--- src/rtl/hdmi_timing_pkg.sv ---
// hdmi_timing_pkg: default 640x480@60 timing, colour-bar constants and FSM state encodings
package hdmi_timing_pkg;
    typedef logic [23:0] rgb_t;
    localparam int H_ACTIVE_DEF = 640;
    localparam int H_FP_DEF = 16;
    localparam int H_SYNC_DEF = 96;
    localparam int H_BP_DEF = 48;
    localparam int V_ACTIVE_DEF = 480;
    localparam int V_FP_DEF = 10;
    localparam int V_SYNC_DEF = 2;
    localparam int V_BP_DEF = 33;
    localparam logic [0:0] IDLE = 1'b0;
    localparam logic [0:0] RUN = 1'b1;
    localparam rgb_t GREY = 24'h808080;
    // Element 0 is the leftmost bar
    localparam logic [7:0][23:0] BARS = {
        24'h000000, 24'h0000FF, 24'hFF0000, 24'hFF00FF,
        24'h00FF00, 24'h00FFFF, 24'hFFFF00, 24'hFFFFFF
    };
endpackage

--- src/rtl/hdmi_colour_bars.sv ---
// hdmi_colour_bars: combinational 8-bar colour lookup from h_cnt; exists only with TEST_PATTERN_EN
`ifdef TEST_PATTERN_EN
module hdmi_colour_bars
    import hdmi_timing_pkg::*;
#(
    parameter int H_ACTIVE = H_ACTIVE_DEF
) (
    input  logic [10:0] h_cnt,
    output rgb_t        colour
);
    localparam logic [10:0] BAR_W = 11'(H_ACTIVE / 8);
    logic [10:0] q;
    always_comb begin
        q = h_cnt / BAR_W;
        colour = BARS[q > 11'd7 ? 3'd7 : q[2:0]];
    end
endmodule
`endif

--- src/rtl/hdmi_video_timing.sv ---
// hdmi_video_timing: IDLE/RUN raster generator driving registered RGB/de/hs/vs/frame_start.
// Define TEST_PATTERN_EN for colour bars; otherwise active pixels are constant grey.
module hdmi_video_timing
    import hdmi_timing_pkg::*;
#(
    parameter int H_ACTIVE = H_ACTIVE_DEF,
    parameter int H_FP = H_FP_DEF,
    parameter int H_SYNC = H_SYNC_DEF,
    parameter int H_BP = H_BP_DEF,
    parameter int V_ACTIVE = V_ACTIVE_DEF,
    parameter int V_FP = V_FP_DEF,
    parameter int V_SYNC = V_SYNC_DEF,
    parameter int V_BP = V_BP_DEF,
    parameter logic SYNC_POL = 1'b0
) (
    input  logic        clk,
    input  logic        rst,
    input  logic        enable,
    output logic [23:0] hdmi_tx_d,
    output logic        hdmi_tx_de,
    output logic        hdmi_tx_hs,
    output logic        hdmi_tx_vs,
    output logic        frame_start
);
    localparam logic [10:0] HA = 11'(H_ACTIVE);
    localparam logic [10:0] HS0 = 11'(H_ACTIVE + H_FP);
    localparam logic [10:0] HS1 = 11'(H_ACTIVE + H_FP + H_SYNC);
    localparam logic [10:0] HL = 11'(H_ACTIVE + H_FP + H_SYNC + H_BP - 1);
    localparam logic [10:0] VA = 11'(V_ACTIVE);
    localparam logic [10:0] VS0 = 11'(V_ACTIVE + V_FP);
    localparam logic [10:0] VS1 = 11'(V_ACTIVE + V_FP + V_SYNC);
    localparam logic [10:0] VL = 11'(V_ACTIVE + V_FP + V_SYNC + V_BP - 1);
    logic [0:0] state;
    logic [10:0] h_cnt, v_cnt;
    rgb_t pix;
    logic run, act, h_sync, v_sync;
    always_comb begin
        run = state == RUN;
        act = h_cnt < HA && v_cnt < VA;
        h_sync = h_cnt >= HS0 && h_cnt < HS1;
        v_sync = v_cnt >= VS0 && v_cnt < VS1;
    end
`ifdef TEST_PATTERN_EN
    hdmi_colour_bars #(.H_ACTIVE(H_ACTIVE)) u_bars (.h_cnt(h_cnt), .colour(pix));
`else
    assign pix = GREY;
`endif
    // Outputs are decoded from the counters of the previous cycle, so all stay aligned
    always_ff @(posedge clk) begin
        if (rst) begin
            state <= IDLE;
            h_cnt <= '0;
            v_cnt <= '0;
            hdmi_tx_d <= '0;
            hdmi_tx_de <= 1'b0;
            hdmi_tx_hs <= ~SYNC_POL;
            hdmi_tx_vs <= ~SYNC_POL;
            frame_start <= 1'b0;
        end else begin
            state <= enable ? RUN : IDLE;
            h_cnt <= !run || h_cnt == HL ? 11'd0 : h_cnt + 11'd1;
            v_cnt <= !run ? 11'd0 : h_cnt != HL ? v_cnt : v_cnt == VL ? 11'd0 : v_cnt + 11'd1;
            hdmi_tx_d <= run && act ? pix : '0;
            hdmi_tx_de <= run && act;
            hdmi_tx_hs <= run && h_sync ? SYNC_POL : ~SYNC_POL;
            hdmi_tx_vs <= run && v_sync ? SYNC_POL : ~SYNC_POL;
            frame_start <= run && h_cnt == 11'd0 && v_cnt == 11'd0;
        end
    end
endmodule

--- config.mk ---
export PLATFORM = sky130hd
export DESIGN_NAME = hdmi_video_timing
export DESIGN_NICKNAME = d
export VERILOG_FILES = /design/src/rtl/hdmi_timing_pkg.sv /design/src/rtl/hdmi_colour_bars.sv /design/src/rtl/hdmi_video_timing.sv
export SDC_FILE = /design/constraint.sdc
export NUM_CORES = 1
export LEC_CHECK = 0
export BUFFER_PORTS_ARGS = -buffer_cell sky130_fd_sc_hd__buf_2
export CAP_MARGIN = 20
export CORE_MARGIN = 5
export CORE_UTILIZATION = 48
export CTS_CLUSTER_DIAMETER = 120
export DETAILED_ROUTE_END_ITERATION = 16
export PLACE_DENSITY = 0.86
export SLEW_MARGIN = 25
export SYNTH_ARGS = -nofsm -noshare
export SYNTH_HDL_FRONTEND = slang
export SYNTH_HIERARCHICAL = 1
export SYNTH_SLANG_ARGS = --single-unit
--- constraint.sdc ---
create_clock -name clk -period 2.2 [get_ports clk]
set_input_delay 0.11 -clock clk [delete_from_list [all_inputs] [get_ports clk]]
set_output_delay 0.11 -clock clk [all_outputs]
set_load 0.005 [all_outputs]
==> results of run 1 <==
==> sequential cells by signal, indices dropped and copies added (netlist names) <==
signal and cells:
hdmi_tx_d 1, h_cnt 11, hdmi_tx_vs 1, hdmi_tx_hs 1, run 1, frame_start 1, v_cnt 11
==> synthesized netlist by cell type <==
cell type,n
ha_1,4
nand4_1,4
nand4b_1,2
and4_1,1
or4_4,1
nand3b_1,2
nand2b_1,1
nor4b_1,1
or3_4,1
or4_1,3
o31ai_1,3
a21oi_2,1
conb_1,1
or3_1,6
nand3_1,10
nor2_1,15
o31ai_2,1
mux2i_1,1
xnor2_1,7
o21ai_0,5
clkbuf_1,1
a21oi_1,7
a41o_1,1
buf_4,24
dfxtp_1,27
or2_2,1
nor2b_1,2
inv_1,8
buf_2,2
nand2_1,6
nor3_1,5
clkbuf_2,1
nor4_1,7
a31oi_1,2
and3_1,2
xor2_1,3
and4b_1,1
==> area by class of cell <==
class	count	area share (%)
tap	33	2.65
sequential	27	34.7
inverter	8	1.93
clock buffer	4	1.69
timing repair buffer	23	9.96
multi-input combinational	127	49.1
==> power groups by stage <==
stage | Clock [mW] | Sequential [mW] | Combinational (mW)
finish | 0.215 | 0.494 | 0.0351
global route | 0.246 | 0.495 | 0.0401
CTS | 0.223 | 0.494 | 0.0344
detailed placement | 0 | 0.505 | 0.0316
global placement | 0 | 0.504 | 0.0313
floorplan | 0 | 0.505 | 0.0482
==> worst max-delay path: stages, from the launching register on <==
cell and delay [ns]:
dfxtp_1 0.36, ha_1 0.20, nand4_1 0.18, or4_4 0.63, or4_4 0.50, a21oi_2 0.13
==> per-layer routing <==
| layer | GRT usage (%) | wire length, um | vias to the layer above |
|---|---|---|---|
| met2 | 22.0 | 1220 | 28 |
| met4 | 5.54 | 52 | 0 |
| met1 | 17.5 | 1280 | 535 |
| li1 | - | - | 592 |
| met3 | 2.25 | 130 | 5 |
| met5 | 0 | 0 | - |
==> final timing paths <==
path                  start        end  cells after the start
setup / recovery   h_cnt[0]  v_cnt[10]                      5
hold / removal       enable        run                      3
setup reg to reg   h_cnt[0]  v_cnt[10]                      5
hold reg to reg   v_cnt[10]  v_cnt[10]                      2
==> cell families (layout without fill, tap and decap cells) <==
logic type	after synthesis	in the layout	synth area share, %
xor gates and xnor gates	10	10	6.04
AOI/OAI and AO/OA	20	20	8.71
DFF	27	27	37.3
other	1	21	0.259
adders and majority gates	4	4	3.45
buffers and inverters	36	35	15.8
and+or+nand+nor	71	71	27.8
muxes	1	1	0.690
==> stage by stage <==
stage	instances	setup slack (ns)	power [mW]	hold WS (ns)
after CTS	222	0.0618	0.751	0.504
final	222	0.143	0.744	0.512
after global routing	222	0.00423	0.781	0.527
after floorplan	190	0.0156	0.554	0.182
after detailed placement	216	0.0895	0.536	0.302
after global placement	216	0.137	0.536	0.298
==> what timing repair did <==
| action | 4_1_cts | 5_1_grt |
|---|---|---|
| setup endpoints to repair | 0 | 9 |
| hold buffers | 2 | 0 |
| hold endpoints to repair | 1 | 0 |
| resized for setup | 0 | 2 |
==> qor.txt, run 1 <==
Worst-path clk slew -> 0.14 ns
Leakage -> 0.583 nW
Sequential cell area -> 541 um2
Critical Path End Type -> register
Wire per inst -> 12.1 um
Fillers -> 286
Root Driver -> clkbuf_4
Pwr Density -> 477 nW/um2
Most common cell after layout, fill and taps aside -> dfxtp_1
R2R Setup Slk -> 0.14 ns
Worst VDD drop -> 0.254 mV
Post-synth top area share -> 37.3%
Antenna Nets Post-Route -> 0
Initial core utilization -> 48.7%
Status -> finished, final reports clean
Crit path DAT -> 2.33 ns
Sequential power share -> 66.4%
Global-route wire length before repair -> 4.48 mm
Final setup fails -> 0
Sequential area share after synthesis -> 37.3%
Top cells by area, synth -> dfxtp_1, buf_4, xnor2_1
Clk_skew -> 0.00371 ns
DIE AREA -> 4220 um2
Max Root-Sink Buffers -> 2
Total GRT Usage -> 13.5%
Max-Cap Viols -> 0
Area of the multi-input gates -> 764 um2
Nets -> 197
Largest net degree at the start of global routing -> 15
Fin area -> 1560 um2
Combinational share of power -> 4.7%
Post-synth cell types -> 37
Setup TNS -> 0 ns
Area grow syn2layout -> 7.42%
RSZ-0062 raised after global routing -> no
CTS sink count -> 27
Vias per cell -> 5.23
Synth area leader -> dfxtp_1
Worst Hold Class -> input pin to register
Min Tclk post-route -> 2.06 ns
Cells after synthesis -> 170
Final slew viol count -> 0
Yosys reg bits -> 27
Final period util -> 93.5%
Pint -> 577 uW
Fmax achieved -> 486 MHz
Worst skew pair latency -> 0.33 ns
Clk pwr share -> 28.9%
TritonRoute pass-1 iters -> 4
Core area -> 2980 um2
Detailed placer's ending HPWL -> 2.01 mm
Final hold viol count -> 0
YS warnings -> 6
Kind of critical path -> register to register
Top Ports -> 31
Post-layout util -> 52.3%
Post-route DRC -> 0
Most frequent cells in the layout -> dfxtp_1, conb_1, nor2_1
Worst slew pin tran -> 0.574 ns
Vias -> 1160
Ant diodes -> 0
Core Rows -> 20
Syn_area_per_cell -> 8.53 um2
Placer Congestion -> 0.837
Placed Instance Area -> 1500 um2
Port Buffers -> 9
Post-CTS setup buffer count -> 0
Vias in the first global route -> 1010
Switching pwr -> 167 uW
TritonCTS clock tree -> done
Antenna violations before repair -> 0
DRT iter0 DRCs -> 71
Die Ht -> 65.0 um
Post-Syn Area -> 1450 um2
Grt total ovfl -> 0
H-tree depth -> 1
Share of post-route cells with drive strength above 1 -> 16.4%
CP required -> 2.48 ns
Slew margin rel. -> 61.4%
Sw Share -> 22.4%
Crit start category -> register
CP Max Fanout -> 9
CTS Buf Count -> 3
Die width -> 65.0 um
DRT Wirelength -> 2.68 mm
(Power assumes the default switching activity.)
==> inputs of run 2 (changes only) <==
--- a/config.mk
+++ b/config.mk
@@ -7,13 +7,14 @@
 export LEC_CHECK = 0
 export BUFFER_PORTS_ARGS = -buffer_cell sky130_fd_sc_hd__buf_2
 export CAP_MARGIN = 20
+export CELL_PAD_IN_SITES_DETAIL_PLACEMENT = 0
+export CELL_PAD_IN_SITES_GLOBAL_PLACEMENT = 1
 export CORE_MARGIN = 5
-export CORE_UTILIZATION = 48
+export CORE_UTILIZATION = 36
 export CTS_CLUSTER_DIAMETER = 120
 export DETAILED_ROUTE_END_ITERATION = 16
-export PLACE_DENSITY = 0.86
+export PLACE_DENSITY = 0.79
 export SLEW_MARGIN = 25
 export SYNTH_ARGS = -nofsm -noshare
 export SYNTH_HDL_FRONTEND = slang
-export SYNTH_HIERARCHICAL = 1
 export SYNTH_SLANG_ARGS = --single-unit
==> run 2 against run 1 <==
Largest power group unchanged; clock skew fell by 0.0023 ns; core utilization fell by 11 points; worst setup slack improved by 0.053 ns; non-clock buffer count rose by 3; synthesized area did not move.
==> qor.txt, run 2 <==
Top cells by area, synth -> dfxtp_1, buf_4, xnor2_1
Most frequent cell after synthesis -> dfxtp_1
Clk_skew -> 0.00141 ns (-0.00230 ns)
Antenna violations before repair -> 0 (unchanged)
Crit start category -> register
Reg2reg path depth -> 5 (unchanged)
Cells along the critical path -> ha_1 -> nand4_1 -> or4_4 -> or4_4 -> a21oi_2
DIE AREA -> 5400 um2 (+28%)
CP Max Fanout -> 9 (unchanged)
Detailed placer's ending HPWL -> 2.14 mm (+6.7%)
CTS sink count -> 27 (unchanged)
Fmax achieved -> 499 MHz (+2.6%)
Max Root-Sink Buffers -> 2 (unchanged)
Final hold viol count -> 0 (unchanged)
Slowest CP cell -> or4_4
Asr flop ratio synth -> 0% (unchanged)
Ant diodes -> 0 (unchanged)
Top Ports -> 31 (unchanged)
Vias in the first global route -> 1006 (-0.40%)
Pwr Density -> 499 nW/um2 (+4.5%)
Critical Path End Type -> register
Final period util -> 91.1% (-2.4 points)
Wire per inst -> 11.7 um (-2.6%)
TritonRoute pass-1 iters -> 4 (unchanged)
Largest net degree at the start of global routing -> 16 (+1)
Status -> finished, final reports clean
Vias -> 1167 (+0.60%)
Post-synth top area share -> 37.3% (unchanged)
Yosys reg bits -> 27 (unchanged)
Die width -> 73.5 um (+13%)
Min Tclk post-route -> 2.00 ns (-0.0528 ns)
Post-route DRC -> 0 (unchanged)
Worst skew pair latency -> 0.27 ns (-0.06 ns)
Post-CTS Hold Buffers -> 0 (-2)
Port Buffers -> 9 (unchanged)
Dpl cells -> 238 (+10%)
Placer Congestion -> 0.827 (-1.2%)
Regs by FF count -> h_cnt x11, v_cnt x11
Share of post-route cells with drive strength above 1 -> 19.3% (+2.9 points)
RSZ-0062 raised after global routing -> no
Antenna Nets Post-Route -> 0 (unchanged)
Top cells by count, synth -> dfxtp_1, buf_4, nor2_1
CTS Buf Count -> 3 (unchanged)
Setup TNS -> 0 ns (unchanged)
Initial core utilization -> 36.8% (-12 points)
Nets -> 200 (+1.5%)
YS warnings -> 0 (-6)
Leakage -> 0.610 nW (+4.6%)
Post-synth cell types -> 37 (unchanged)
Synth area leader -> dfxtp_1
Worst Hold Class -> input pin to register
Number of synthesized flops with an enable pin -> 0 (unchanged)
DRT iter0 DRCs -> 94 (+32%)
Global-route wire length before repair -> 4.74 mm (+5.9%)
Slowest stage delay, CP -> 0.62 ns (about the same)
Worst-path clk slew -> 0.09 ns (-0.05 ns)
CP required -> 2.41 ns (-0.07 ns)
WHS Path Cells -> 2 (-1)
Total GRT Usage -> 10.9% (-2.6 points)
Crit path DAT -> 2.22 ns (-0.11 ns)
Grt total ovfl -> 0 (unchanged)
Sequential area share after synthesis -> 37.3% (unchanged)
Kind of critical path -> register to register
Root Driver -> clkbuf_8
Area grow syn2layout -> 11.5%
Layout Cells excl Fill -> 242 (+9.0%)
DRT Wirelength -> 2.84 mm (+6.1%)
Core area -> 3940 um2 (+32%)
TritonCTS clock tree -> done
Die Ht -> 73.5 um (+13%)
Cells after synthesis -> 170 (unchanged)
Vias per cell -> 4.82 (-7.7%)
Synth Flop Type -> dfxtp_1
Final slew viol count -> 0 (unchanged)
Final setup fails -> 0 (unchanged)
Core Rows -> 23 (+15%)
Most common cell after layout, fill and taps aside -> dfxtp_1
Worst VDD drop -> 0.218 mV (-14%)
Post-Syn Area -> 1450 um2 (unchanged)
CP most frequent cell -> or4_4
H-tree depth -> 1 (unchanged)
Syn_area_per_cell -> 8.53 um2 (unchanged)
Most frequent cells in the layout -> dfxtp_1, conb_1, buf_4
Max-Cap Viols -> 0 (unchanged)
[run 2: area by class of cell]
| class | instances | area, um2 |
|---|---|---|
| clock buffer | 3 | 41.3 |
| clock inverter | 1 | 5.00 |
| fill | 395 | 2330 |
| inverter | 8 | 30.0 |
| multi-input combinational | 127 | 764 |
| sequential | 27 | 541 |
| tap | 50 | 62.6 |
| timing repair buffer | 26 | 173 |
[run 2: routing by layer]
| metal | track usage, % | vias to the layer above | wire (um) |
|---|---|---|---|
| met4 | 4.83 | 0 | 40 |
| met1 | 15.6 | 537 | 1480 |
| met3 | 1.50 | 4 | 156 |
| met5 | 0 | - | 0 |
| met2 | 16.2 | 27 | 1160 |
| li1 | - | 599 | - |
[run 2: logic make-up after synthesis]
| family | after synthesis | synth area share (%) |
|---|---|---|
| AND/OR/NAND/NOR | 71 | 27.8 |
| buffers and inverters | 36 | 15.8 |
| flip-flops | 27 | 37.3 |
| AO/OA/AOI/OAI | 20 | 8.71 |
| XOR/XNOR | 10 | 6.04 |
| adder cells (fa/ha/maj) | 4 | 3.45 |
| other | 1 | 0.259 |
| multiplexers | 1 | 0.690 |
[run 2: worst max-delay path: cells and delay by family (launching register included)]
family | cells | cell delay [ns]
AOI/OAI and AO/OA | 1 | 0.13
adders and majority gates | 1 | 0.20
and+or+nand+nor | 3 | 1.27
DFF | 1 | 0.35
[run 2: final timing paths]
| check | startpoint | end | slack [ns] |
|---|---|---|---|
| worst max register to register | h_cnt[0] | v_cnt[10] | 0.20 |
| worst min register to register | v_cnt[10] | v_cnt[10] | 0.51 |
| worst min-delay path | rst | run | 0.01 |
| worst max-delay path | h_cnt[0] | v_cnt[10] | 0.20 |
[run 2: timing repair]
action                     in CTS  in global routing
setup buffers                   0                  0
hold endpoints to repair        0                  0
gates resized for setup         0                  2
setup endpoints to repair       0                  6
[run 2: through the flow]
step / cell area (um2) / setup WS, ns / power [mW] / hold WS (ns) / utilization, %
6_report: 1620 / 0.196 / 0.806 / 0.00993 / 41.0
4_1_cts: 1610 / 0.0935 / 0.813 / 0.00343 / 40.8
5_1_grt: 1620 / 0.0581 / 0.840 / 0.00642 / 41.0
2_1_floorplan: 1530 / 0.0156 / 0.554 / 0.182 / -
3_5_place_dp: 1560 / 0.114 / 0.537 / 0.300 / 39.6
3_3_place_gp: 1560 / 0.127 / 0.537 / 0.300 / 39.6
[run 2: where the power goes]
group	switching, mW	internal (mW)	leakage, nW
registers	0.00156	0.492	0.218
logic	0.0222	0.0111	0.366
clock network	0.153	0.127	0.0255
total	0.176	0.630	0.610
